===== src/rtl/serial_frame_receiver.sv =====
// Serial-in/parallel-out frame receiver for an MSB-first shift-register link.
// Rebuilds WIDTH-bit frames on qualified ticks; hands them off with valid/ack.
module serial_frame_receiver #(
    parameter  int WIDTH = 12,
    localparam int CW    = $clog2(WIDTH + 1)
) (
    input  logic             clock,
    input  logic             reset,
    input  logic             tick,
    input  logic             serial_in,
    input  logic             shift_en,
    input  logic             data_ack,
    output logic [WIDTH-1:0] data,
    output logic             data_valid,
    output logic             overrun,
    output logic             frame_error,
    output logic             busy,
    output logic [CW-1:0]    bit_count
);

    typedef enum logic [1:0] {
        S_IDLE  = 2'd0,
        S_RECV  = 2'd1,
        S_DRAIN = 2'd2
    } state_t;

    state_t           r_state;
    logic [WIDTH-1:0] r_acc;
    logic [WIDTH-1:0] r_data;
    logic             r_valid;
    logic             r_overrun;
    logic             r_ferr;
    logic [CW-1:0]    r_count;

    logic [WIDTH-1:0] w_shifted;
    logic             w_last;

    assign w_shifted = {r_acc[WIDTH-2:0], serial_in};
    assign w_last    = (r_count == CW'(WIDTH - 1));

    always_ff @(posedge clock) begin
        if (reset) begin
            r_state   <= S_IDLE;
            r_acc     <= '0;
            r_data    <= '0;
            r_valid   <= 1'b0;
            r_overrun <= 1'b0;
            r_ferr    <= 1'b0;
            r_count   <= '0;
        end else begin
            r_ferr <= 1'b0;
            // Ack alone clears; a completion below may re-raise valid.
            if (data_ack) begin
                r_valid   <= 1'b0;
                r_overrun <= 1'b0;
            end
            if (tick) begin
                unique case (r_state)
                    S_IDLE: begin
                        if (shift_en) begin
                            r_acc   <= w_shifted;
                            r_count <= CW'(1);
                            r_state <= S_RECV;
                        end else begin
                            r_count <= '0;
                        end
                    end
                    S_RECV: begin
                        if (!shift_en) begin
                            r_ferr  <= 1'b1;
                            r_count <= '0;
                            r_state <= S_IDLE;
                        end else if (w_last) begin
                            r_acc   <= w_shifted;
                            r_count <= '0;
                            r_state <= S_DRAIN;
                            if (!r_valid || data_ack) begin
                                r_data  <= w_shifted;
                                r_valid <= 1'b1;
                            end else begin
                                r_overrun <= 1'b1;
                            end
                        end else begin
                            r_acc   <= w_shifted;
                            r_count <= r_count + CW'(1);
                        end
                    end
                    S_DRAIN: begin
                        if (!shift_en) begin
                            r_state <= S_IDLE;
                        end
                    end
                    default: begin
                        r_state <= S_IDLE;
                        r_count <= '0;
                    end
                endcase
            end
        end
    end

    assign data        = r_data;
    assign data_valid  = r_valid;
    assign overrun     = r_overrun;
    assign frame_error = r_ferr;
    assign busy        = (r_state != S_IDLE);
    assign bit_count   = r_count;

endmodule

===== config.mk =====
export PLATFORM = sky130hd
export DESIGN_NAME = serial_frame_receiver
export DESIGN_NICKNAME = d
export VERILOG_FILES = /design/src/rtl/serial_frame_receiver.sv
export SDC_FILE = /design/constraint.sdc
export NUM_CORES = 1
export LEC_CHECK = 0
export BUFFER_PORTS_ARGS = -buffer_cell sky130_fd_sc_hd__buf_2
export CAP_MARGIN = 20
export CORE_UTILIZATION = 46
export DETAILED_ROUTE_END_ITERATION = 8
export PLACE_DENSITY = 0.71
export SETUP_SLACK_MARGIN = 0.5
export SKIP_LAST_GASP = 1
export SLEW_MARGIN = 20
export SYNTH_ARGS = -nofsm -noshare
export SYNTH_HDL_FRONTEND = slang
export SYNTH_SLANG_ARGS = --single-unit

===== constraint.sdc =====
create_clock -name clock -period 1.6 [get_ports clock]
set_clock_uncertainty 0.2 [all_clocks]
set_input_delay 0.24 -clock clock [delete_from_list [all_inputs] [get_ports clock]]
set_output_delay 0.24 -clock clock [all_outputs]
set_load 0.02 [all_outputs]

==> run_results.csv, run 1 <==
group,metric,value,unit
power,ir_drop,0.531,mV
floorplan,initial_core_util,48.7,%
cells_and_area,final_area,2140,um2
placed_design,portBuffers,25,
job,cap_violations,0,
outcome,violations,"negative hold slack",
worst_setup_path,end_kind,"flop",
cells_and_area,area_delta_synth_final,58.0,%
synthesis,syn_area,1360,um2
grt,grt_pass1_vias,1343,
route,wl,3790,um
clock_network,h-tree-depth,2,
grt,grt_max_degree,33,
synthesis,yosysMostFrequentCell,"dfxtp_1",
placed_design,gp_congestion,0.769,
clock_network,cts_root_buffer,"clkbuf_4",
route,vias,1380,
floorplan,dieArea,3170,um2
worst_setup_path,worstSetupPathType,"flop to flop",
synthesis,synth-main-ff-cell,"dfxtp_1",
cells_and_area,final_util,77.0,%
route,drt-pass1-iter-count,4,
outcome,status,"finished, violations left",
worst_setup_path,path_cells,"ha_4 -> nand3b_1 -> buf_6 -> o31ai_2 -> a21oi_1",
route,drt_iter0_drc,26,
route,drt_drc_violations_left,0,
clock_network,clk_latency,340,ps
sta,rsz0062_at_grt,"true",
synthesis,ys_async_sr_fraction,0,%
worst_setup_path,cp_max_fo,6,
sta,min_period,1550,ps
floorplan,die_x,56.3,um
synthesis,yosys.area.top_type,"dfxtp_1",
synthesis,synth_warnings,0,
worst_setup_path,critPathMaxStageDelay,390,ps
clock_network,cts_hold_buffers,2,
synthesis,syn_nets,163,
synthesis,yosysSeqAreaShare,47.3,%
synthesis,synthTopCellsByCount,"32 x dfxtp_1, 29 x a21oi_1, 27 x nand2_1, 13 x o31ai_1, 12 x nand4_1",
route,detail-route-antenna-nets,0,
synthesis,synth.top_cell.area_share,47.3,%
floorplan,die_y,56.3,um
sta,fin_ws,46.7,ps
worst_setup_path,arrival,1560,ps
clock_network,numClockSinks,32,
grt,antenna_found_initial,0,
sta,fmax,644,MHz
cells_and_area,final_nets,216,
power,leakagePower,0.803,nW
placed_design,dp_hpwl,2050,um
synthesis,avgSynthCellArea,8.69,um2
grt,grt_usage,25.0,%
sta,hold_ws,-43.1,ps
cells_and_area,fin_cells,241,
sta,min_period_over_period,97.1,%
cells_and_area,drive_gt1_share,54.8,%
sta,setup_tns,0,ps
sta,drv_slew,0,
sta,worstMarginPinSlew,621,ps
cells_and_area,antenna_cells,0,
worst_setup_path,critPathRequiredTime,1600,ps
synthesis,ys_seq_elements,32,
clock_network,path_clk_slew,100,ps
synthesis,yosys-top-cells-area,"dfxtp_1 47%, a21oi_1 11%, nand2_1 7.5%, o31ai_1 7.2%, nand4_1 5.5%",
grt,grt_pass1_wl,6000,um
worst_hold_path,hold_class,"primary input to flop",
route,viasPerCell,5.73,
worst_setup_path,cp-start-kind,"flop",
floorplan,coreArea,2780,um2
floorplan,rows,19,
power,powerDensity,670,nW/um2
grt,grt-ovfl-total,0,
synthesis,syn_inst,156,
clock_network,cts_buffers,5,
clock_network,cts_tree,"done",
route,routedWlPerCell,15.7,um
placed_design,dp_slack,-4.14,ps
synthesis,synth_edf_count,0,
sta,finalHoldViolCount,1,
synthesis,synth.distinct_cells,29,
sta,slew_headroom,58.6,%
placed_design,place_area,1520,um2
clock_network,clockBufferDepth,2,
floorplan,pin_count,26,
sta,setup_violations,0,
worst_setup_path,slowest_stage,"dfxtp_4",
placed_design,dp.cells,205,
## cell families after synthesis
group                      synth area share, %
and+or+nand+nor                           23.0
DFF                                       47.3
adders and majority gates                0.923
AOI/OAI and AO/OA                         22.3
buffers and inverters                     6.46
## routing by layer
metal	wire length, um	share of wire, %	GRT usage (%)	up-vias
met1	1570	41	28.1	651
met3	187	4.9	6.68	6
li1	-	-	-	675
met4	79	2.1	15.0	0
met5	0	0	0	-
met2	1960	52	42.0	48
## where the power goes
part	leakage [nW]	switching [mW]	internal (mW)	total, mW
Combinational	0.494	0.0586	0.0434	0.102
Sequential	0.270	0.00632	0.791	0.797
Clock	0.0386	0.277	0.258	0.535
Total	0.803	0.342	1.09	1.43
## worst max-delay path, delay by kind of cell (launching register included)
family          cells  cell delay (ps)
flops               1              390
compound gates      2              290
buf+inv             1              210
simple gates        1              180
fa+ha+maj           1              140
## flip-flops by register name, summed over array words and instances, names as in the netlist
signal       count
r_acc           11
data            12
bit_count        4
overrun          1
r_state          2
frame_error      1
data_valid       1
## placed cells by master (no fill, tap or decap), types with 4 or more instances in the layout
master	instances
buf_6	30
a21oi_1	27
nand2_1	22
buf_4	22
dfxtp_2	13
nand4_1	12
dfxtp_1	12
o31ai_2	9
dfxtp_4	7
clkbuf_4	5
buf_2	5
nand2_2	4
## cell type report
cell class,instances,area [um2]
repair buffers,59,548
well taps,31,38.8
flip-flops and latches,32,683
multi-input cells,110,798
inverters,1,3.75
clock buffers,8,68.8
fillers,186,641
## timing repair
action | 4_1_cts | 5_1_grt
resized for setup | 76 | 27
pin swaps | 3 | 10
endpoints found under the hold margin | 4 | 1
gates cloned | 2 | 1
setup buffers | 17 | 6
endpoints found under the setup margin | 51 | 52
## stage by stage
step,hold WS (ps),power [mW]
2_1_floorplan,108,0.874
3_3_place_gp,233,0.888
3_5_place_dp,243,0.890
4_1_cts,-63.9,1.44
5_1_grt,-47.8,1.49
6_report,-43.1,1.43
## final timing paths
| path | start | to | slack (ps) | cells past startpoint |
|---|---|---|---|---|
| setup / recovery | bit_count[0]$_SDFFE_PP0P_ | data[11]$_SDFFE_PP0P_ | 50 | 5 |
| hold / removal | shift_en | frame_error$_SDFF_PP0_ | -40 | 2 |
| setup reg to reg | bit_count[0]$_SDFFE_PP0P_ | data[11]$_SDFFE_PP0P_ | 50 | 5 |
| hold reg to reg | r_acc[10]$_SDFFE_PP0P_ | r_acc[10]$_SDFFE_PP0P_ | 270 | 2 |
(Power assumes the default switching activity.)
==> run 2, diff against run 1 <==
PLACE_DENSITY = 0.68   (was 0.71)
==> run 2 against run 1 <==
The run still ends with negative hold slack left. Routed wire length increased by 14%. Die area unchanged. Clock power decreased by 9.9%. Sequential cell count unchanged. Count of clock-buffer cells in the layout unchanged. Core utilization increased by 5.7 points. Critical path type unchanged. Highest routed layer unchanged.
==> run_results.csv, run 2 (synthesis gave the netlist of run 1 again) <==
group,metric,value,unit
outcome,status,"finished, violations left",
outcome,violations,"negative hold slack",
sta,drv_slew,0,
clock_network,clockBufferDepth,2,
clock_network,clk_latency,320,ps
worst_setup_path,path_cells,"and4b_4 -> buf_4 -> a41oi_2 -> a311oi_2",
power,leakagePower,0.846,nW
worst_setup_path,rr_worst_depth,4,
cells_and_area,drive_gt1_share,61.0,%
placed_design,dp_hpwl,1970,um
grt,grt_pass1_vias,1339,
placed_design,gp_congestion,0.770,
cells_and_area,antenna_cells,0,
worst_hold_path,hold_depth,2,
route,vias,1471,
cells_and_area,mostFrequentLayoutCell,"buf_6",
grt,grt_pass1_wl,6180,um
floorplan,initial_core_util,48.7,%
worst_setup_path,arrival,1570,ps
worst_hold_path,hold_class,"primary input to flop",
route,drt-pass1-iter-count,4,
worst_setup_path,r2r-start,"r_state[1]$_SDFFE_PP0P_",
sta,setup_violations,0,
sta,finalHoldViolCount,1,
floorplan,die_y,56.3,um
sta,worstMarginPinSlew,676,ps
route,drt_iter0_drc,51,
floorplan,coreArea,2780,um2
power,ir_drop,0.677,mV
power,powerDensity,611,nW/um2
route,viasPerCell,5.91,
sta,hold_ws,-3.28,ps
floorplan,rows,19,
grt,grt-ovfl-total,0,
clock_network,cts_buffers,5,
floorplan,dieArea,3170,um2
worst_setup_path,crit_start,"r_state[1]$_SDFFE_PP0P_",
clock_network,cts_tree,"done",
worst_setup_path,slowest_stage,"and4b_4",
worst_setup_path,r2r_slack,70,ps
sta,min_period_over_period,95.9,%
clock_network,numClockSinks,32,
worst_setup_path,cp_num_buf_inv,1,
sta,slew_headroom,54.9,%
sta,fmax,652,MHz
sta,fin_ws,65.9,ps
grt,antenna_found_initial,0,
route,routedWlPerCell,17.3,um
sta,setup_tns,0,ps
cells_and_area,area_delta_synth_final,69.6,%
cells_and_area,final_nets,224,
clock_network,path_clk_slew,100,ps
grt,grt_max_degree,33,
job,cap_violations,0,
clock_network,h-tree-depth,2,
route,drt_drc_violations_left,0,
worst_setup_path,critical-path-top-delay-family,"simple AND/OR/NAND/NOR gates",
floorplan,pin_count,26,
placed_design,dp_slack,10.4,ps
worst_hold_path,hold-path-endpoint,"frame_error$_SDFF_PP0_",
route,detail-route-antenna-nets,0,
worst_setup_path,worstSetupPathType,"flop to flop",
sta,rsz0062_at_grt,"true",
placed_design,portBuffers,25,
sta,min_period,1530,ps
worst_setup_path,end_kind,"flop",
grt,grt_usage,25.4,%
cells_and_area,most-common-layout-cells,"33 x buf_6, 26 x buf_4, 25 x a21oi_1",
clock_network,cts_hold_buffers,2,
worst_setup_path,critPathMaxStageDelay,400,ps
worst_hold_path,hp-start,"shift_en",
worst_setup_path,worstReg2RegEnd,"bit_count[3]$_SDFFE_PP0P_",
clock_network,cts_root_buffer,"clkbuf_4",
floorplan,die_x,56.3,um
worst_setup_path,critPathRequiredTime,1630,ps
worst_setup_path,cp-start-kind,"flop",
worst_setup_path,cp_max_fo,8,
route,wl,4320,um
cells_and_area,largest_reg_flops,12,
[run 2: timing repair]
| action | in CTS | in global routing |
|---|---|---|
| gates cloned | 4 | 0 |
| hold endpoints to repair | 4 | 1 |
| pin swaps | 27 | 17 |
| buffers inserted | 21 | 9 |
| endpoints found under the setup margin | 51 | 51 |
| gates resized for setup | 102 | 24 |
[run 2: how the worst max path moves through the flow]
| stage | to | cells after the start |
|---|---|---|
| CTS | busy | 2 |
| floorplan | data[10]$_SDFFE_PP0P_ | 5 |
| finish | bit_count[3]$_SDFFE_PP0P_ | 4 |
| global route | data[10]$_SDFFE_PP0P_ | 5 |
| global placement | data[8]$_SDFFE_PP0P_ | 3 |
| detailed placement | data[8]$_SDFFE_PP0P_ | 3 |
[run 2: final cells by class]
type,count,area (um2)
Fill cell,163,483
Tap cell,31,38.8
Inverter,1,3.75
Timing Repair Buffer,67,632
Multi-Input combinational cell,110,885
Clock buffer,8,58.8
Sequential cell,32,681
[run 2: per-stage QoR]
stage | util [%] | instances | power, mW | hold WS (ps) | cell area [um2]
3_3_place_gp | 54.6 | 205 | 0.888 | 235 | 1520
4_1_cts | 75.3 | 240 | 1.39 | -46.5 | 2090
6_report | 82.6 | 249 | 1.40 | -3.28 | 2300
3_5_place_dp | 54.6 | 205 | 0.890 | 237 | 1520
5_1_grt | 82.6 | 249 | 1.46 | -8.43 | 2300
2_1_floorplan | - | 156 | 0.874 | 108 | 1420
[run 2: metal layers]
metal	vias to the layer above	routed length (um)	track usage [%]
met5	-	0	0
met2	51	2330	43.2
met4	0	46	8.36
met3	6	198	7.14
li1	693	-	-
met1	721	1740	30.8
[run 2: worst reg2reg max path: cells and delay by family, from the launching register on]
| kind | cells | cell delay (ps) |
|---|---|---|
| flip-flops | 1 | 380 |
| AO/OA/AOI/OAI | 2 | 330 |
| AND/OR/NAND/NOR | 1 | 400 |
| buffers and inverters | 1 | 140 |
[run 2: power breakdown]
group	internal [mW]	leakage (nW)	total [mW]	switching (mW)
registers	0.792	0.270	0.798	0.00566
clock network	0.217	0.0326	0.482	0.266
logic	0.0530	0.543	0.123	0.0698
==> run 3, diff against run 2 <==
PLACE_DENSITY = 0.65   (was 0.68)
clock period = 1.61 ns   (was 1.6 ns; I/O delays follow)
==> run 3 against run 2 <==
Combinational power decreased by 5%. The run still ends with negative hold slack left. Register-to-register slack about the same. Global-route usage is 1.9 points higher. Maximum frequency is essentially flat. First-iteration DRC count up 39%. Cell count fell by 0.80%. Critical endpoint is now data[0]$_SDFFE_PP0P_. Clock power is 47% higher. Sequential power is 0.6% lower. Count of clock-buffer cells in the layout fell by 1. Critical path depth rose by 1. Critical path type unchanged.
==> run_results.csv, run 3 (synthesis gave the netlist of run 1 again) <==
group,metric,value,unit
placed_design,gp_congestion,0.802,
cells_and_area,final_area,2260,um2
clock_network,cts_tree,"done",
placed_design,dp_hpwl,2070,um
grt,grt_usage,27.3,%
clock_network,h-tree-depth,2,
clock_network,clk_latency,340,ps
clock_network,path_clk_slew,110,ps
placed_design,place_area,1520,um2
sta,rsz0062_at_grt,"true",
job,cap_violations,0,
route,viasPerCell,5.82,
worst_setup_path,r2r-start,"bit_count[1]$_SDFFE_PP0P_",
route,drt_iter0_drc,71,
outcome,violations,"negative hold slack",
sta,slew_headroom,58.7,%
clock_network,clockBufferDepth,2,
floorplan,initial_core_util,48.7,%
route,wl,4410,um
worst_setup_path,critPathRequiredTime,1620,ps
clock_network,numClockSinks,32,
sta,drv_slew,0,
sta,fmax,651,MHz
cells_and_area,mostFrequentLayoutCell,"buf_6",
worst_hold_path,hp-start,"shift_en",
power,ir_drop,0.880,mV
sta,setup_violations,0,
power,finalPower,1.62,mW
cells_and_area,most-common-layout-cells,"34 x buf_6, 26 x a21oi_1, 23 x buf_4",
sta,setup_tns,0,ps
worst_hold_path,hold_depth,2,
worst_setup_path,worstReg2RegEnd,"data[0]$_SDFFE_PP0P_",
cells_and_area,final_nets,222,
sta,worstMarginPinSlew,620,ps
clock_network,cts_root_buffer,"clkbuf_4",
worst_setup_path,rr_worst_depth,5,
sta,finalHoldViolCount,1,
route,detail-route-antenna-nets,0,
cells_and_area,n_fill_cell,170,
grt,grt_pass1_vias,1336,
grt,grt_pass1_wl,6510,um
power,powerDensity,714,nW/um2
placed_design,portBuffers,25,
outcome,status,"finished, violations left",
cells_and_area,area_delta_synth_final,67.1,%
cells_and_area,fin_cells,247,
route,vias,1437,
power,leakagePower,0.845,nW
clock_network,cts_buffers,5,
cells_and_area,antenna_cells,0,
worst_setup_path,cp-start-kind,"flop",
grt,grt_max_degree,33,
cells_and_area,multiInputGateArea,825,um2
worst_hold_path,hold-path-endpoint,"frame_error$_SDFF_PP0_",
worst_setup_path,worstSetupPathType,"flop to flop",
cells_and_area,largest_reg_flops,12,
worst_hold_path,hold_class,"primary input to flop",
grt,antenna_found_initial,0,
cells_and_area,drive_gt1_share,59.7,%
worst_setup_path,end_kind,"flop",
worst_setup_path,arrival,1540,ps
floorplan,dieArea,3170,um2
placed_design,dp.cells,203,
worst_setup_path,cp_max_fo,6,
sta,min_period,1540,ps
floorplan,rows,19,
route,routedWlPerCell,17.9,um
sta,min_period_over_period,95.3,%
floorplan,die_y,56.3,um
route,drt_drc_violations_left,0,
floorplan,pin_count,26,
cells_and_area,regArea,682,um2
floorplan,die_x,56.3,um
floorplan,coreArea,2780,um2
sta,hold_ws,-14.8,ps
worst_setup_path,r2r_slack,70,ps
route,drt-pass1-iter-count,4,
grt,grt-ovfl-total,0,
clock_network,cts_hold_buffers,2,
==> run 3: worst max path at each step <==
stage / from / to / slack [ps] / cells after the start
after CTS: r_state[0]$_SDFFE_PP0P_ / busy / 100 / 2
after floorplan: bit_count[1]$_SDFFE_PP0P_ / data[10]$_SDFFE_PP0P_ / 190 / 5
after global placement: r_state[0]$_SDFFE_PP0P_ / data[7]$_SDFFE_PP0P_ / 80 / 4
after detailed placement: r_state[0]$_SDFFE_PP0P_ / data[1]$_SDFFE_PP0P_ / 30 / 4
final: bit_count[1]$_SDFFE_PP0P_ / data[0]$_SDFFE_PP0P_ / 70 / 5
after global routing: bit_count[1]$_SDFFE_PP0P_ / data[10]$_SDFFE_PP0P_ / 10 / 5
==> run 3: per-layer routing <==
metal  global-route usage [%]  part of all wire, %
met1                     30.2                   38
met2                     49.1                   55
met3                     7.37                  4.4
met4                     11.1                  2.5
met5                        0                    0
==> run 3: worst max-delay path, stage by stage, from the launching register on <==
cell      delay [ps]
dfxtp_4          370
ha_4             150
nand3b_1         180
buf_6            210
o31ai_2          190
a21oi_1          100
==> run 3: through the flow <==
step	setup WS (ps)	hold slack, ps	utilization (%)
after floorplan	191	110	-
after global placement	84.8	234	54.5
after detailed placement	30.7	241	54.5
after CTS	95.2	-41.0	76.5
after global routing	14.1	-10.8	81.4
final	74.9	-14.8	81.4
==> run 3: final cells by class <==
class                      instances  area share (%)
clock buffer                       7            2.87
clock inverter                     1            1.33
inverter                           1           0.166
multi-input combinational        110            36.4
sequential                        32            30.1
tap                               31            1.71
timing repair buffer              65            27.4
==> run 3: power by group <==
part / switching (mW) / internal, mW / total [mW]
Combinational: 0.0651 / 0.0516 / 0.117
Clock: 0.296 / 0.412 / 0.708
Sequential: 0.00563 / 0.788 / 0.793
==> run 3: timing repair <==
item	in CTS	in global routing
cloned	3	0
pin swaps	12	15
setup buffers	25	6
endpoints found under the hold margin	4	1
setup endpoints to repair	51	52
gates resized for setup	91	26
